==> src/rtl/clk_gen.sv <==
// ----------------------------------------------------------------------------
// clk_gen
// Programmable square-wave / pulse-train generator running on the system
// clock. The period and high time are given in system clock ticks. It runs
// either a burst of N output cycles or continuously (N = 0) until stopped.
//
// Ports
//   in_sys_clk   system clock, all logic on its rising edge
//   in_reset_n   asynchronous active-low reset (synchronous release upstream)
//   in_start     start request, sampled only in IDLE
//   in_stop      abort request, has priority over in_start
//   in_period    output period in ticks, latched on an accepted start
//   in_high      high time in ticks, latched on an accepted start
//   in_count     output cycles per burst, 0 = continuous
//   out_clk      generated waveform (registered)
//   out_busy     high while in RUN
//   out_cycle    one-tick pulse coincident with each out_clk rising edge
//   out_done     one-tick pulse when a burst completes normally
//   out_err      sticky flag: last start was rejected for a bad config
//
// State table
//   state | meaning
//   IDLE  | waiting for a start request; all waveform outputs low
//   RUN   | generating the waveform from the latched period/high/count
// ----------------------------------------------------------------------------
module clk_gen #(
    parameter int WIDTH     = 32,
    parameter int CNT_WIDTH = 16
) (
    input  logic                 in_sys_clk,
    input  logic                 in_reset_n,
    input  logic                 in_start,
    input  logic                 in_stop,
    input  logic [WIDTH-1:0]     in_period,
    input  logic [WIDTH-1:0]     in_high,
    input  logic [CNT_WIDTH-1:0] in_count,
    output logic                 out_clk,
    output logic                 out_busy,
    output logic                 out_cycle,
    output logic                 out_done,
    output logic                 out_err
);

    localparam logic [0:0] ST_IDLE = 1'b0;
    localparam logic [0:0] ST_RUN  = 1'b1;

    logic [0:0]           state;
    logic [WIDTH-1:0]     p_reg;
    logic [WIDTH-1:0]     h_reg;
    logic [CNT_WIDTH-1:0] n_reg;
    logic [WIDTH-1:0]     phase;
    logic [CNT_WIDTH-1:0] cycles;

    logic                 cfg_ok;
    logic                 wrap;
    logic [WIDTH-1:0]     phase_n;
    logic [CNT_WIDTH-1:0] cycles_inc;
    logic                 burst_end;

    always_comb begin
        cfg_ok     = (in_period >= WIDTH'(2)) && (in_high != '0) && (in_high < in_period);
        wrap       = (phase == (p_reg - WIDTH'(1)));
        phase_n    = wrap ? '0 : (phase + WIDTH'(1));
        cycles_inc = cycles + CNT_WIDTH'(1);
        // The last tick of a finite burst: final phase of the N-th cycle.
        burst_end  = (n_reg != '0) && wrap && (cycles_inc == n_reg);
    end

    always_ff @(posedge in_sys_clk or negedge in_reset_n) begin
        if (!in_reset_n) begin
            state     <= ST_IDLE;
            p_reg     <= '0;
            h_reg     <= '0;
            n_reg     <= '0;
            phase     <= '0;
            cycles    <= '0;
            out_clk   <= 1'b0;
            out_busy  <= 1'b0;
            out_cycle <= 1'b0;
            out_done  <= 1'b0;
            out_err   <= 1'b0;
        end else begin
            out_done <= 1'b0;
            case (state)
                ST_IDLE: begin
                    out_clk   <= 1'b0;
                    out_busy  <= 1'b0;
                    out_cycle <= 1'b0;
                    if (in_start && !in_stop) begin
                        if (cfg_ok) begin
                            p_reg     <= in_period;
                            h_reg     <= in_high;
                            n_reg     <= in_count;
                            phase     <= '0;
                            cycles    <= '0;
                            out_err   <= 1'b0;
                            state     <= ST_RUN;
                            out_clk   <= 1'b1;
                            out_cycle <= 1'b1;
                            out_busy  <= 1'b1;
                        end else begin
                            out_err <= 1'b1;
                        end
                    end
                end
                ST_RUN: begin
                    if (in_stop) begin
                        // Abort wins even on the final tick, so no done pulse.
                        state     <= ST_IDLE;
                        out_clk   <= 1'b0;
                        out_busy  <= 1'b0;
                        out_cycle <= 1'b0;
                    end else if (burst_end) begin
                        state     <= ST_IDLE;
                        out_clk   <= 1'b0;
                        out_busy  <= 1'b0;
                        out_cycle <= 1'b0;
                        out_done  <= 1'b1;
                    end else begin
                        phase     <= phase_n;
                        out_clk   <= (phase_n < h_reg);
                        out_cycle <= (phase_n == '0);
                        if (wrap) begin
                            cycles <= cycles_inc;
                        end
                    end
                end
                default: begin
                    state <= ST_IDLE;
                end
            endcase
        end
    end

endmodule

==> config.mk <==
export PLATFORM = sky130hd
export DESIGN_NAME = clk_gen
export DESIGN_NICKNAME = d
export VERILOG_FILES = /design/src/rtl/clk_gen.sv
export SDC_FILE = /design/constraint.sdc
export NUM_CORES = 1
export LEC_CHECK = 0
export ABC_AREA = 1
export CAP_MARGIN = 20
export CORE_MARGIN = 5
export CORE_UTILIZATION = 55
export CTS_CLUSTER_DIAMETER = 150
export DETAILED_ROUTE_END_ITERATION = 7
export GPL_TIMING_DRIVEN = 0
export HOLD_SLACK_MARGIN = 0.02
export PLACE_DENSITY = 0.77
export SYNTH_ARGS = -nofsm -noshare
export SYNTH_HDL_FRONTEND = slang
export SYNTH_SLANG_ARGS = --single-unit
export TNS_END_PERCENT = 20
==> constraint.sdc <==
create_clock -name in_sys_clk -period 9.15 [get_ports in_sys_clk]
set_input_delay 1.83 -clock in_sys_clk [delete_from_list [all_inputs] [get_ports in_sys_clk]]
set_output_delay 1.83 -clock in_sys_clk [all_outputs]
set_load 0.01 [all_outputs]
* After elaboration in Yosys (flattened, before gate mapping) *
Cells that the tools add are included.
W data, S select, Z words.

storage, ports and cells
  register bits = 134
  bits in latches = 0
  RAM bits = 0
  bits in read-only memories = 0
  input bits = 84
  output and inout bits = 5
  logic and storage cells = 69
  memories = 0

operators by class
  add/sub/neg operators = 3
  multiply operators = 0
  div/mod/pow operators = 0
  order comparisons = 3
  eq/ne operators = 8
  shift operators = 0
  muxes and demuxes = 30
  bitwise gates (word level) = 1
  reduce and logical (&&, ||, !) cells = 13

operators with widths
  cell                     count
  $mux W32                 5
  $mux W16                 5
  $lt A32 B32 Y1           2
  $pmux W32 S2             1
  $add A32 B1 Y32 const B  1
  $eq A32 B32 Y1           1
  $ge A32 B2 Y1 const B    1
  $logic_not A32 Y1        1
  $pmux W16 S2             1
  $reduce_bool A32 Y1      1
  $sub A32 B1 Y32 const B  1
  $add A16 B1 Y16 const B  1
  $eq A16 B16 Y1           1
  $reduce_bool A16 Y1      1
  $mux W1                  14
  $ne A2 B2 Y1 const B     4
  $pmux W1 S2              4
  $logic_and A1 B1 Y1      5
  $reduce_and A5 Y1        1
  $reduce_and A4 Y1        1
  $ne A3 B2 Y1 const B     1
  $reduce_and A3 Y1        1
  $ne A2 B1 Y1 const B     1
  $reduce_and A2 Y1        1
  2 further kinds          2

* Depth between registers and ports, before layout *
Gate-level depths: netlist of the first run.

  word-level depth = 7
  depth in mapped cells = 29

* Worst setup path before layout of the first run *
Ideal clock, no wire load.

  path type = input -> register
  start point = input in_period[25]
  end point = register h_reg[31]
  library setup time = 0.083 ns
  arrival = 3.743 ns
  required time = 9.067 ns
  setup slack = 5.324 ns
  stages = 13
  buffers on the path = 2
  cells stage by stage = inv_1 ha_1 a21oi_1 nor2_1 a211oi_1 o21ai_0 a311oi_1 nand2_1 nor2_1 clkbuf_1 clkbuf_1 nand2_1 o21ai_0

on the way
  cells in the longest elaborated chain, start to end = 4

ends and longest elaborated chain
  element                          RTL line  text
  start, declared                  34        input logic [WIDTH-1:0] in_period,
  $ge A32 B2 Y1                    61        cfg_ok = (in_period >= WIDTH'(2)) && (in_high != '0) && (in_high < in_period);
  $logic_and A1 B1 Y1              61
  $logic_and A1 B1 Y1 (*)          61
  $reduce_and A3 Y1 (no line) (*)  -
  end signal, assigned             92        h_reg <= in_high;
  end, declared                    49        logic [WIDTH-1:0] h_reg;

Every way passes the cells marked *; elsewhere a longest branch is shown, timed or not.
A chain may end at the register's enable or synchronous reset.

* Worst setup path after layout of the first run *
  start point = input in_period[1]
  end point = register h_reg[30]

Same word-level chain as after synthesis.

==> summary by stage, run 1 <==
Status
The run finished with clean final reports.

Yosys
Ranked by total cell area, the synthesized netlist is headed by sky130_fd_sc_hd__dfrtp_1 (33%), sky130_fd_sc_hd__nand2_1 (14%), sky130_fd_sc_hd__ha_1 (8.1%). The commonest cells after synthesis are sky130_fd_sc_hd__nand2_1 (376), sky130_fd_sc_hd__inv_1 (206), sky130_fd_sc_hd__dfrtp_1 (134). The mean instance size in the synthesized netlist is 7.21 µm². For this run, the leading register cell type out of synthesis is sky130_fd_sc_hd__dfrtp_1.

The proportion of synthesized flip-flops having asynchronous set or reset is 1.00. The part of the Yosys area used for sequential elements is 0.332. The count of yosys warnings during synthesis is 0. The number of enable-type register cells in the synthesized netlist is 0. The share of synthesized area in the top cell type comes to 0.332. Summing every instance area after synthesis gives 10,100 µm².

The synthesized netlist contains 54 unique library cells. The library cell with the largest summed area after synthesis is sky130_fd_sc_hd__dfrtp_1. The synthesized netlist cell count is 1,398. The most common cell in the synthesized netlist is sky130_fd_sc_hd__nand2_1. The synthesized design contains 134 register bits. The number of nets handed over by synthesis was 1,547.

Pwr
Across the VDD grid, the largest voltage drop is 218 µV. The reported leakage power is 5.86 nW. For this design the ratio of total power to cell area is 191 nW/µm².

STA
The number of hold violations in the final report is 0. The routed design could run at a clock period as short as 5.11 ns. In this run the tightest slew margin relative to its limit is 0.371. Dividing the final minimum period by the clock period gives 0.559.

Setup violations remaining at the end of the flow were counted as 0. The max-slew violation total from the final report is 0. Setup repair after global routing left no endpoint under its margin.

The final sum of negative setup slack is 0 ns. Static timing analysis puts the maximum clock frequency at 196 MHz. The transition at the pin with the smallest max-transition slack is 0.934 ns. The worst clock skew on the final layout is 0.0107 ns.

Clocking
Clock-pin slew was measured on the worst setup and hold paths at 0.06 ns. The TritonCTS clock tree is yes. In this run, post-CTS repair resized a total of 0 instances. CTS built an H-tree with a depth of 4.

The clock reaches the later pin of the worst-skew pair after 0.43 ns. Buffers inserted to repair hold after CTS numbered 0. The clock sink count is 134. CTS placed an instance of sky130_fd_sc_hd__clkbuf_16 at the clock tree root. The buffers inserted during post-CTS setup optimization is 0. The maximum clock path buffer count is 2. Buffers inserted during clock tree synthesis total 17.

Routing
The routed via count is 9,770. The number of routed nets with antenna violations is 0. The initial DRC count is 1,004. The remaining design rule violation count is 0. The average routed wire per standard cell is 18.0 µm. The final wirelength is 31.5 mm. The average vias per placed instance is 5.59. Before antenna repair, the detailed router went through 7 iterations.

Final layout
The multi-input gate area in the final layout is 5730 µm². The number of fill cells in the layout is 1,606. The final-stage net count is 1,655. In the final layout, the share of cells above drive strength 1 is 0.0836.

The storage element area is 3350 µm². Relative to the synthesized area, the layout overhead comes to 18.2%. The number of antenna repair diodes is 0. At the end of the flow the core is filled with cells to 0.661.

Die
The die span in x is 145 µm. The site row count is 49. The floorplan die height is 145 µm. The core region is 18,000 µm². For this configuration, the core starts out at a cell density of 0.560. The number of primary I/O pins is 89. The die covers 21,100 µm².

Setup path
The worst reg2reg path depth is 25. Following the worst setup path forward leads to its endpoint at h_reg[30]. STA classifies the critical path endpoint as a flip-flop.

The data arrival time at the worst-slack endpoint is 5.46 ns. In this design, the critical path's most frequently occurring cell is sky130_fd_sc_hd__nand2_1. The register-to-register setup slack is 5.38 ns. The maximum cell stage delay along the critical path is 0.57 ns. The cell at the slowest stage of the critical path is sky130_fd_sc_hd__clkbuf_1. Walking the worst path, the cells encountered are clkdlybuf4s50_1, inv_1, ha_1, a21oi_1, o21ai_0, nand4_1, o211ai_1, a21oi_1, o211ai_1, nand2_1, nand2_1, nor2_1, clkbuf_1, clkbuf_1, nand2_1, o21ai_0.

The endpoint of the lowest-slack register-to-register path is out_clk. At the worst endpoint, the required time is 9.49 ns. The critical path starts at in_period[1]. The biggest fanout along the worst timing path is 10. In this run the critical register-to-register path is launched from p_reg[1]. The worst setup path is launched from an input port. The worst setup path is of the in -> reg kind.

GRT
For this run the aggregate overflow at the end of global routing stands at 0. Entering global routing, the biggest net connects 101 pins. The global-route usage over all layers is 0.297.

The global-route wire length before repair is 50.9 mm. The initial antenna violation count is 0. The via count of the first global-routing pass is 9,563.

Hold path
The path class of the tightest hold or removal check is reg -> reg.

Placement
Port buffering added 88 buffers. Detailed placement finished with a half-perimeter wire length of 24.9 mm. The weighted congestion at the end of routability-driven global placement is 0.951.

Run
The tool flagged a number of max-cap violations equal to 0.
-- worst min-delay path by stage --
stage | startpoint | endpoint | slack (ns) | depth (start not counted)
floorplan | cycles[14] | cycles[14] | 0.44 | 2
global placement | cycles[14] | cycles[14] | 0.46 | 2
detailed placement | cycles[14] | cycles[14] | 0.47 | 2
CTS | cycles[14] | cycles[14] | 0.48 | 2
global route | out_busy | out_busy | 0.51 | 2
finish | cycles[14] | cycles[14] | 0.49 | 2
-- per-stage QoR --
stage / power (mW) / instances / instance area, µm² / hold slack, ns / setup WS (ns)
after floorplan: 1.27 / 1398 / 10100 / 0.442 / 5.32
after global routing: 2.41 / 1748 / 11900 / 0.507 / 3.76
final: 2.28 / 1748 / 11900 / 0.487 / 4.04
after CTS: 2.27 / 1748 / 11900 / 0.484 / 4.05
after global placement: 1.50 / 1715 / 11300 / 0.456 / 0.836
after detailed placement: 1.52 / 1716 / 11300 / 0.470 / 3.60
-- layout by cell type (no fill, tap or decap), drive strengths merged, types with 2 or more instances in the layout --
| cell | n |
|---|---|
| nor4b | 2 |
| nand3b | 4 |
| buf | 14 |
| nand2 | 385 |
| o2111ai | 3 |
| clkbuf | 39 |
| nor4 | 25 |
| or2 | 5 |
| inv | 221 |
| clkdlybuf4s50 | 87 |
| bufinv | 4 |
| o22ai | 15 |
| xnor2 | 18 |
| a211oi | 3 |
| clkinv | 7 |
| xor2 | 57 |
| nor2 | 142 |
| nor3b | 3 |
| o21bai | 5 |
| a21oi | 30 |
| o21ai | 111 |
| or3 | 2 |
| o211ai | 3 |
| dfrtp | 134 |
| ha | 65 |
| nand4 | 65 |
| nor3 | 25 |
| nand3 | 36 |
-- where the power goes --
part / total, mW / switching, mW / internal (mW)
sequential: 0.791 / 0.0895 / 0.701
clock: 0.753 / 0.286 / 0.467
combinational: 0.733 / 0.469 / 0.264
-- kinds of logic after synthesis --
| kind of cell | count (synthesis) | synth area share |
|---|---|---|
| AND/OR/NAND/NOR | 695 | 0.316 |
| buffers and inverters | 252 | 0.0994 |
| AO/OA/AOI/OAI | 177 | 0.107 |
| flip-flops | 134 | 0.332 |
| XOR/XNOR | 75 | 0.0651 |
| adder cells (fa/ha/maj) | 65 | 0.0806 |
-- area by class of cell --
class,instances,share of cell area
Inverter,220,0.0695
Timing Repair Buffer,89,0.0763
Multi-Input combinational cell,1012,0.481
Tap cell,229,0.0240
Clock inverter,13,0.0163
Buffer,32,0.0146
Clock buffer,19,0.0372
Sequential cell,134,0.281
-- layer usage --
layer	up-vias	wire length, µm	global-route usage	part of all wire
li1	4766	-	-	-
met1	4602	14200	0.410	0.45
met2	348	14500	0.480	0.46
met3	54	2030	0.0579	0.064
met4	0	689	0.0784	0.022
met5	-	0	0	0
-- critical path, delay by kind of cell --
family,cells,cell delay (ns)
and+or+nand+nor,5,0.81
buffers and inverters,4,1.65
adders and majority gates,1,0.28
AOI/OAI and AO/OA,6,0.88
No activity file was read; power rests on OpenSTA's default activity.
==> inputs of run 2 (changes only) <==
CORE_UTILIZATION = 54   (was 55)
PLACE_DENSITY = 0.78   (was 0.77)
clock period = 4.2 ns   (was 9.15 ns; I/O delays follow)
==> summary by stage, run 2 (synthesis results as in run 1) <==
Status
Run status: completed (unchanged).

Setup path
The launching element type of the critical path is an input port (unchanged). The data required time at the worst endpoint was 4.53 ns (was 9.49 ns). The endpoint of the worst setup timing path is h_reg[30] (unchanged).

The origin of the critical flop-to-flop path is p_reg[13] (was p_reg[1]). The cell at the slowest stage of the critical path is sky130_fd_sc_hd__clkdlybuf4s50_1 (was sky130_fd_sc_hd__clkbuf_1). The kind of capture point of the worst setup path is a flip-flop (unchanged). The biggest fanout along the worst timing path is 10 (unchanged). The library cell appearing most often on the critical path is sky130_fd_sc_hd__nand2_1 (unchanged). The critical path class is in -> reg (unchanged). The maximum cell stage delay along the critical path came to 0.60 ns (was 0.57 ns). Crit-path cells: clkdlybuf4s50_1, inv_1, ha_1, nand2_1, inv_1, nand4_1, o211ai_1, a21oi_1, o211ai_1, nand2_1, nand2_1, nor2_1, clkbuf_2, clkbuf_1, nand2_1, o21ai_0 (was clkdlybuf4s50_1, inv_1, ha_1, a21oi_1, o21ai_0, nand4_1, o211ai_1, a21oi_1, o211ai_1, nand2_1, nand2_1, nor2_1, clkbuf_1, clkbuf_1, nand2_1, o21ai_0). The worst reg2reg path depth came to 24 (was 25). The critical path startpoint is in_period[7] (was in_period[1]).

The register-to-register setup slack is 0.31 ns (was 5.38 ns). The data arrival time at the worst-slack endpoint is 4.32 ns (was 5.46 ns). The endpoint of the lowest-slack register-to-register path is out_clk (unchanged).

Die
The floorplan die height is 147 µm (was 145 µm). The area of the core region is 18,500 µm² (was 18,000 µm²). The die span in x is 147 µm (was 145 µm). The effective utilization at floorplan is 0.545 (was 0.560). The number of primary I/O pins is 89 (unchanged). The site row count is 50 (was 49). The die area is 21,500 µm² (was 21,100 µm²).

Final layout
The number of antenna repair diodes was 0 (unchanged). The final-stage net count is 1,655 (unchanged). The final core area utilization was 0.647 (was 0.661). The multi-input gate area in the final layout was 5730 µm² (unchanged). The number of fill cells in the layout came to 1,621 (was 1,606). The most frequent standard cell in the layout excluding fill and tap cells was sky130_fd_sc_hd__nand2_1 (unchanged). The fraction of layout cells with a size suffix above 1 is 0.0829 (was 0.0836).

Most used cells in the layout excluding fill and tap cells: sky130_fd_sc_hd__nand2_1 (376), sky130_fd_sc_hd__inv_1 (206), sky130_fd_sc_hd__dfrtp_1 (134), sky130_fd_sc_hd__nor2_1 (120), sky130_fd_sc_hd__o21ai_0 (96) (unchanged). The storage element area is 3350 µm² (unchanged). The layout-stage area growth over the synthesis result was 18.8% (was 18.2%).

Hold path
The type of the tightest min-delay check is in -> async (was reg -> reg).

GRT
The initial antenna violation count was 0 (unchanged). The total grt overflow is 0 (unchanged). The pin count of the biggest net entering global routing is 85 (was 101). The via count of the first global-routing pass is 9,560 (was 9,563). The global-route wire length before repair is 49.9 mm (was 50.9 mm). The global-route usage over all layers was 0.292 (was 0.297).

Clocking
The post-cts repair resize count is 0 (unchanged). The quantity of hold-fixing buffers added after cts is 0 (unchanged). The maximum clock path buffer count is 2 (unchanged). The TritonCTS clock tree is yes (unchanged). The number of buffers created by CTS is 17 (unchanged). The buffers inserted during post-CTS setup optimization came to 0 (unchanged). The clock root buffer was sky130_fd_sc_hd__clkbuf_16 (unchanged). The clock sink count was 134 (unchanged).

The H-tree depth is 4 (unchanged). The clock-pin slew on the worst setup and hold paths came to 0.07 ns (was 0.06 ns). The latest clock arrival within the worst-skew pair came to 0.43 ns (about the same).

Placement
The weighted congestion at the end of routability-driven global placement is 0.965 (was 0.951). The total of buffers placed on input and output ports is 88 (unchanged). The half-perimeter wire length of the detailed placement result was 24.4 mm (was 24.9 mm).

Pwr
The reported leakage power is 5.89 nW (was 5.86 nW). The power density of the placed cells is 425 nW/µm² (was 191 nW/µm²). The net load switching power is 1.80 mW (was 0.844 mW). The maximum VDD drop was 334 µV (was 218 µV). The net switching share of the total power is 0.353 (was 0.371). The relative contribution of combinational cells to total power came to 0.309 (was 0.322). The total internal power is 3.30 mW (was 1.43 mW).

The relative contribution of sequential cells to total power is 0.339 (was 0.347). The power share of the clock group came to 0.352 (was 0.331).

STA
Of the available clock period, the critical path in the final layout requires 0.948. The setup violation total in the final timing report is 0 (unchanged). The number of hold violations in the final report is 0 (unchanged). For this run, the top clock speed supported by timing is 251 MHz.

Unrepaired setup endpoints after global routing: false (unchanged). The transition at the pin with the smallest max-transition slack is 0.842 ns (was 0.934 ns). The worst-case headroom to the max-slew limit is 0.434 (was 0.371). The worst slack on hold paths is 0.362 ns (was 0.487 ns). The worst clock skew on the final layout was 0.0117 ns (was 0.0107 ns).

The clock period could shrink to 3.98 ns. The max-slew violation total from the final report is 0 (unchanged).

Routing
The average vias per placed instance is 5.61 (was 5.59). The number of routed nets with antenna violations was 0 (unchanged). The average routed wire per standard cell is 17.5 µm (was 18.0 µm). The remaining design rule violation count is 0 (unchanged). The initial DRC count is 840 (was 1,004). The routed via count is 9,841 (was 9,770). The first-pass iteration count of the detailed router is 5 (was 7). The final wirelength came to 30.7 mm (was 31.5 mm).

Run
The max-capacitance violation count is 0 (unchanged).
[run 2: changes by cell type in the layout (fill, tap and decap cells not counted), sizes merged]
| cell | before | now |
|---|---|---|
| bufinv | 4 | 7 |
| inv | 221 | 219 |
| clkinv | 7 | 5 |
| clkinvlp | 1 | 0 |
| clkbuf | 39 | 41 |
[run 2: how the worst min path moves through the flow]
stage                       to  slack (ns)
finish                n_reg[4]        0.36
global route         cycles[6]        0.39
CTS                   n_reg[4]        0.38
detailed placement    out_busy        0.47
global placement    cycles[14]        0.46
floorplan           cycles[14]        0.44
[run 2: worst max-delay path: cells and delay by family]
kind | cells | cell delay (ns)
fa+ha+maj | 1 | 0.33
compound gates | 4 | 0.64
simple gates | 6 | 0.86
buf+inv | 5 | 1.64
[run 2: metal layers]
| metal | vias up | part of all wire | routed length, µm | global-route usage |
|---|---|---|---|---|
| met5 | - | 0 | 0 | 0 |
| met4 | 0 | 0.037 | 1150 | 0.112 |
| met3 | 69 | 0.078 | 2400 | 0.0686 |
| met2 | 398 | 0.45 | 13900 | 0.455 |
| met1 | 4616 | 0.43 | 13300 | 0.395 |
| li1 | 4758 | - | - | - |
[run 2: through the flow]
stage                     instances  setup WS (ns)  TNS, ns  instance area, µm²  power [mW]
after global routing           1753         0.0311        0               12000        5.39
final                          1753          0.218        0               12000        5.10
after detailed placement       1721         -0.346   -10.73               11300        3.29
after CTS                      1753         0.0688        0               12000        5.08
after floorplan                1398           1.16        0               10100        2.77
after global placement         1720          -3.10  -422.74               11300        3.24
[run 2: final cells by class]
class | instances | area share
Sequential cell | 134 | 0.280
Buffer | 32 | 0.0146
Clock buffer | 21 | 0.0376
Inverter | 220 | 0.0691
Timing Repair Buffer | 89 | 0.0759
Clock inverter | 11 | 0.0205
Multi-Input combinational cell | 1012 | 0.478
Tap cell | 234 | 0.0244
[run 2: power by group through the flow]
stage	clock network, mW	registers [mW]	logic (mW)
floorplan	0	1.68	1.09
global placement	0	1.74	1.50
detailed placement	0	1.74	1.55
CTS	1.79	1.72	1.56
global route	1.86	1.75	1.79
finish	1.79	1.73	1.58
==> patch 1, RTL diff (settings of run 2) <==
Put one more register stage on the output `out_err`. The value now appears one clock later. The other outputs are not delayed to match.
--- a/src/rtl/clk_gen.sv
+++ b/src/rtl/clk_gen.sv
@@ -46,2 +46,4 @@
 
+    logic out_err_s0;
+
     logic [0:0]           state;
@@ -80,3 +82,3 @@
             out_done  <= 1'b0;
-            out_err   <= 1'b0;
+            out_err_s0 <= 1'b0;
         end else begin
@@ -95,3 +97,3 @@
                             cycles    <= '0;
-                            out_err   <= 1'b0;
+                            out_err_s0 <= 1'b0;
                             state     <= ST_RUN;
@@ -101,3 +103,3 @@
                         end else begin
-                            out_err <= 1'b1;
+                            out_err_s0 <= 1'b1;
                         end
@@ -134,2 +136,10 @@
 
+    always_ff @(posedge in_sys_clk or negedge in_reset_n) begin
+        if (!in_reset_n) begin
+            out_err <= '0;
+        end else begin
+            out_err <= out_err_s0;
+        end
+    end
+
 endmodule
Check against the original RTL: not equivalent (a bounded check fails within 4 cycles, from zero or initial values and one cycle with in_reset_n low).
==> patch 1 against run 2 <==
Power fell by 1.9%; cell area down 0.22%; synthesized area up 0.25%; clock skew is 0.0014 ns lower; utilization fell by 0.36 points; global-route usage is 0.70 points lower; wire length down 1.2%; count of clock-buffer cells in the layout decreased by 3; worst hold slack better by 0.064 ns; setup slack got worse by 0.0069 ns; sequential share of layout area rose by 0.27 points; sequential cell count up 1.
==> patch 1: results (changes against run 2) <==
drt pass-1 iters = 5 (unchanged)
H-tree Lvls = 4 (unchanged)
CTS Root Cell = clkbuf_16 (unchanged)
hold crit path type = input port to async pin (unchanged)
# nets final = 1656 (was 1655)
Setup WS pre-CTS = -0.435 ns (was -0.346 ns)
crit path from = in_period[3] (was in_period[7])
vias per cell = 5.57 (was 5.61)
status = completed (unchanged)
post-route insts no fill = 1753 (unchanged)
P_sw = 1820 uW (was 1800 uW)
drt wl/cell = 17.3 um (was 17.5 um)
Critical Path AT = 4.33 ns (was 4.32 ns)
worst skew pair latency = 0.43 ns (about the same)
post-synth net total = 1548 (was 1547)
layout cells sized above 1 = 0.0849 (was 0.0829)
final setup skew = 0.0103 ns (was 0.0117 ns)
Leakage = 0.00588 uW (was 0.00589 uW)
initial DRC count = 790 (was 840)
Avg Inst Size Synth = 7.23 um^2 (was 7.21 um^2)
Critical-path top delay cell = clkbuf_1 (was clkdlybuf4s50_1)
register area share after synthesis = 0.334 (was 0.332)
R2R Path End = out_clk$_DFF_PN0_ (unchanged)
Tot GR Track Use = 0.285 (was 0.292)
Post-synth top cells = nand2_1, inv_1, dfrtp_1, nor2_1, o21ai_0 (unchanged)
Worst Setup EP = n_reg[4]$_DFFE_PN0P_ (was h_reg[30]$_DFFE_PN0P_)
top area cells in the synthesized netlist = dfrtp_1, nand2_1, ha_1, inv_1, xor2_1 (unchanged)
r2r setup slk = 0.42 ns (was 0.31 ns)
final critical-path setup slack = 0.211 ns (was 0.218 ns)
max incr delay on CP = 0.58 ns (was 0.60 ns)
Worst Max-Slew Pin Slew = 0.859 ns (was 0.842 ns)
Fill cells = 1658 (was 1621)
Async S/R FF share, synth = 1.00 (unchanged)
top_reg_cell synth = dfrtp_1 (unchanged)
worst-path fanout max = 10 (unchanged)
largest net degree at the start of global routing = 74 (was 85)
Crit Reg-Reg Startpoint = p_reg[13]$_DFFE_PN0P_ (unchanged)
first-pass GRT wire length = 48.9 mm (was 49.9 mm)
Max VDD drop = 0.000288 V (was 0.000334 V)
gp weighted congestion = 0.983 (was 0.965)
vias in the first global route = 9378 (was 9560)
reg2reg path depth = 24 (unchanged)
post-DP HPWL = 24.1 mm (was 24.4 mm)
-- patch 1: changes by cell type in the layout (fill, tap and decap cells not counted), sizes merged --
cell	run 2	this run
clkbuf	41	38
bufinv	7	5
clkinv	5	7
clkinvlp	0	2
dfrtp	134	135
-- patch 1: cell families after synthesis --
kind of cell,count (synthesis),synth area share
AO/OA/AOI/OAI,177,0.106
AND/OR/NAND/NOR,695,0.315
adder cells (fa/ha/maj),65,0.0804
flip-flops,135,0.334
buffers and inverters,252,0.0991
XOR/XNOR,75,0.0650
-- patch 1: worst reg2reg max path, cell delays in order (launching register included) --
cell      delay [ns]
dfrtp_1         0.46
nor2_2          0.26
nand2_1         0.16
nor2_1          0.15
nand2_2         0.12
inv_2           0.10
nand2_1         0.05
nand2_1         0.10
nand2_1         0.06
nor2_1          0.12
nand2_1         0.07
nor2_2          0.19
nand3_4         0.22
buf_6           0.22
nand3_1         0.18
inv_1           0.07
ha_1            0.29
a21oi_1         0.15
nor2_1          0.05
a211oi_1        0.18
o221a_2         0.22
nand2_1         0.08
nand2_1         0.07
nand2_1         0.05
nand2_1         0.06
-- patch 1: power groups by stage --
stage	Sequential, uW	Combinational [uW]	Clock (uW)
4_1_cts	1730	1570	1680
5_1_grt	1760	1790	1740
6_report	1740	1580	1680
2_1_floorplan	1690	1090	0
3_3_place_gp	1750	1510	0
3_5_place_dp	1750	1550	0
-- patch 1: cell type report --
class                   count  area, um^2  share of cell area
inverters                 220         828              0.0693
flip-flops and latches    135        3380               0.282
plain buffers              32         175              0.0146
multi-input cells        1012        5730               0.479
well taps                 234         293              0.0245
clock buffers              18         439              0.0367
clock inverters            13         203              0.0169
repair buffers             89         910              0.0761
-- patch 1: per-stage QoR --
step | utilization | cell area [um^2] | setup TNS, ns
after floorplan | - | 10100 | 0
after global placement | 0.607 | 11300 | -424.72
after detailed placement | 0.609 | 11300 | -14.62
after CTS | 0.644 | 12000 | 0
after global routing | 0.644 | 12000 | 0
final | 0.644 | 12000 | 0
-- patch 1: worst min path at each step --
stage	endpoint	slack [ns]	cells past startpoint
4_1_cts	out_err$_DFF_PN0_	0.42	0
5_1_grt	out_err$_DFF_PN0_	0.44	0
3_5_place_dp	out_err$_DFF_PN0_	0.41	0
6_report	n_reg[0]$_DFFE_PN0P_	0.43	1
3_3_place_gp	out_err$_DFF_PN0_	0.39	0
2_1_floorplan	out_err$_DFF_PN0_	0.35	0
-- patch 1: metal layers --
metal	up-vias	wire length [um]	GRT usage
met5	-	0	0
met4	0	1050	0.112
li1	4744	-	-
met2	377	14100	0.460
met1	4583	13100	0.388
met3	63	2110	0.0419
-- patch 1: timing repair --
action / in CTS / in global routing
pin swaps: 0 / 0
endpoints found under the setup margin: 3 / 1
hold endpoints to repair: 0 / 0
resized for setup: 1 / 1
==> patch 2, RTL diff (settings of run 2) <==
Without the edit above. `WIDTH`: 32 -> 40.
--- a/src/rtl/clk_gen.sv
+++ b/src/rtl/clk_gen.sv
@@ -26,3 +26,3 @@
 module clk_gen #(
-    parameter int WIDTH     = 32,
+    parameter int WIDTH     = 40,
     parameter int CNT_WIDTH = 16
Interface: changed (resized in_high and in_period); port bits go from 89 to 105. No check against the original RTL was run, so the function may have changed too.
==> patch 2 against run 2 <==
Sequential cell count grew 24; sequential power increased by 21%; power is 11% higher; first-iteration DRC count up 56%; synthesized area increased by 19%; wire length increased by 25%; setup slack gained 0.016 ns; cell area rose by 19%; via count increased by 21%; global-route usage increased by 0.39 points.
==> patch 2: results (changes against run 2) <==
placed inst area = 0.0135 mm^2 (was 0.0113 mm^2)
multi-input logic area = 0.00685 mm^2 (was 0.00573 mm^2)
Signal buf overhead = 0.0942 (was 0.0905)
first-pass GRT wire length = 59.9 mm (was 49.9 mm)
Fill cells = 1943 (was 1621)
row count = 54 (was 50)
drt pass-1 iters = 6 (was 5)
Slew headroom = 0.311 (was 0.434)
post-DP HPWL = 30.8 mm (was 24.4 mm)
drt wl/cell = 18.0 um (was 17.5 um)
Tot GR Track Use = 0.296 (was 0.292)
Non-CTS buffers = 153 (was 121)
Non-clk invs = 301 (was 220)
r2r setup slk = 0.26 ns (was 0.31 ns)
Cells after Synth = 1700 (was 1398)
Seq cells = 158 (was 134)
gp weighted congestion = 0.974 (was 0.965)
status = completed (unchanged)
Max VDD drop = 0.000298 V (was 0.000334 V)
register area share after synthesis = 0.329 (was 0.332)
crit path from = in_period[17] (was in_period[7])
initial antenna violation count = 1 (was 0)
layout cells sized above 1 = 0.0765 (was 0.0829)
# nets final = 2011 (was 1655)
Vias = 11885 (was 9841)
Leakage = 0.00747 uW (was 0.00589 uW)
Worst Setup EP = phase[39]$_DFFE_PN0P_ (was h_reg[30]$_DFFE_PN0P_)
final hold slack = 0.271 ns (was 0.362 ns)
sequential cell area = 0.00396 mm^2 (was 0.00335 mm^2)
Routed Wire Length = 38.3 mm (was 30.7 mm)
clock-cell share of area = 0.0435 (was 0.0580)
top area cells in the synthesized netlist = dfrtp_1, nand2_1, inv_1, ha_1, xor2_1 (was dfrtp_1, nand2_1, ha_1, inv_1, xor2_1)
vias in the first global route = 11241 (was 9560)
Clock buffer cells = 20 (was 21)
library cells used by synthesis = 55 (was 54)
multi-input gates = 1200 (was 1012)
post-cts resize count = 8 (was 0)
-- patch 2: logic make-up (layout without fill, tap and decap cells) --
| group | Yosys count | after routing | share of synthesized area |
|---|---|---|---|
| XOR/XNOR | 96 | 96 | 0.0716 |
| AO/OA/AOI/OAI | 228 | 228 | 0.106 |
| flip-flops | 158 | 158 | 0.329 |
| AND/OR/NAND/NOR | 796 | 796 | 0.301 |
| adder cells (fa/ha/maj) | 80 | 80 | 0.0832 |
| buffers and inverters | 342 | 484 | 0.110 |
-- patch 2: report_power, final --
part	switching, uW	total, uW	internal (uW)	leakage (uW)
registers	288	2100	1810	0.00198
logic	1170	1890	713	0.00520
clock network	633	1650	1020	0.000298
total	2090	5630	3540	0.00747
-- patch 2: layer usage --
metal / share of wire / wire, um / vias up / track usage
li1: - / - / 5758 / -
met1: 0.42 / 16100 / 5550 / 0.399
met2: 0.45 / 17200 / 474 / 0.459
met3: 0.079 / 3010 / 103 / 0.0505
met4: 0.052 / 1980 / 0 / 0.152
met5: 0 / 0 / - / 0
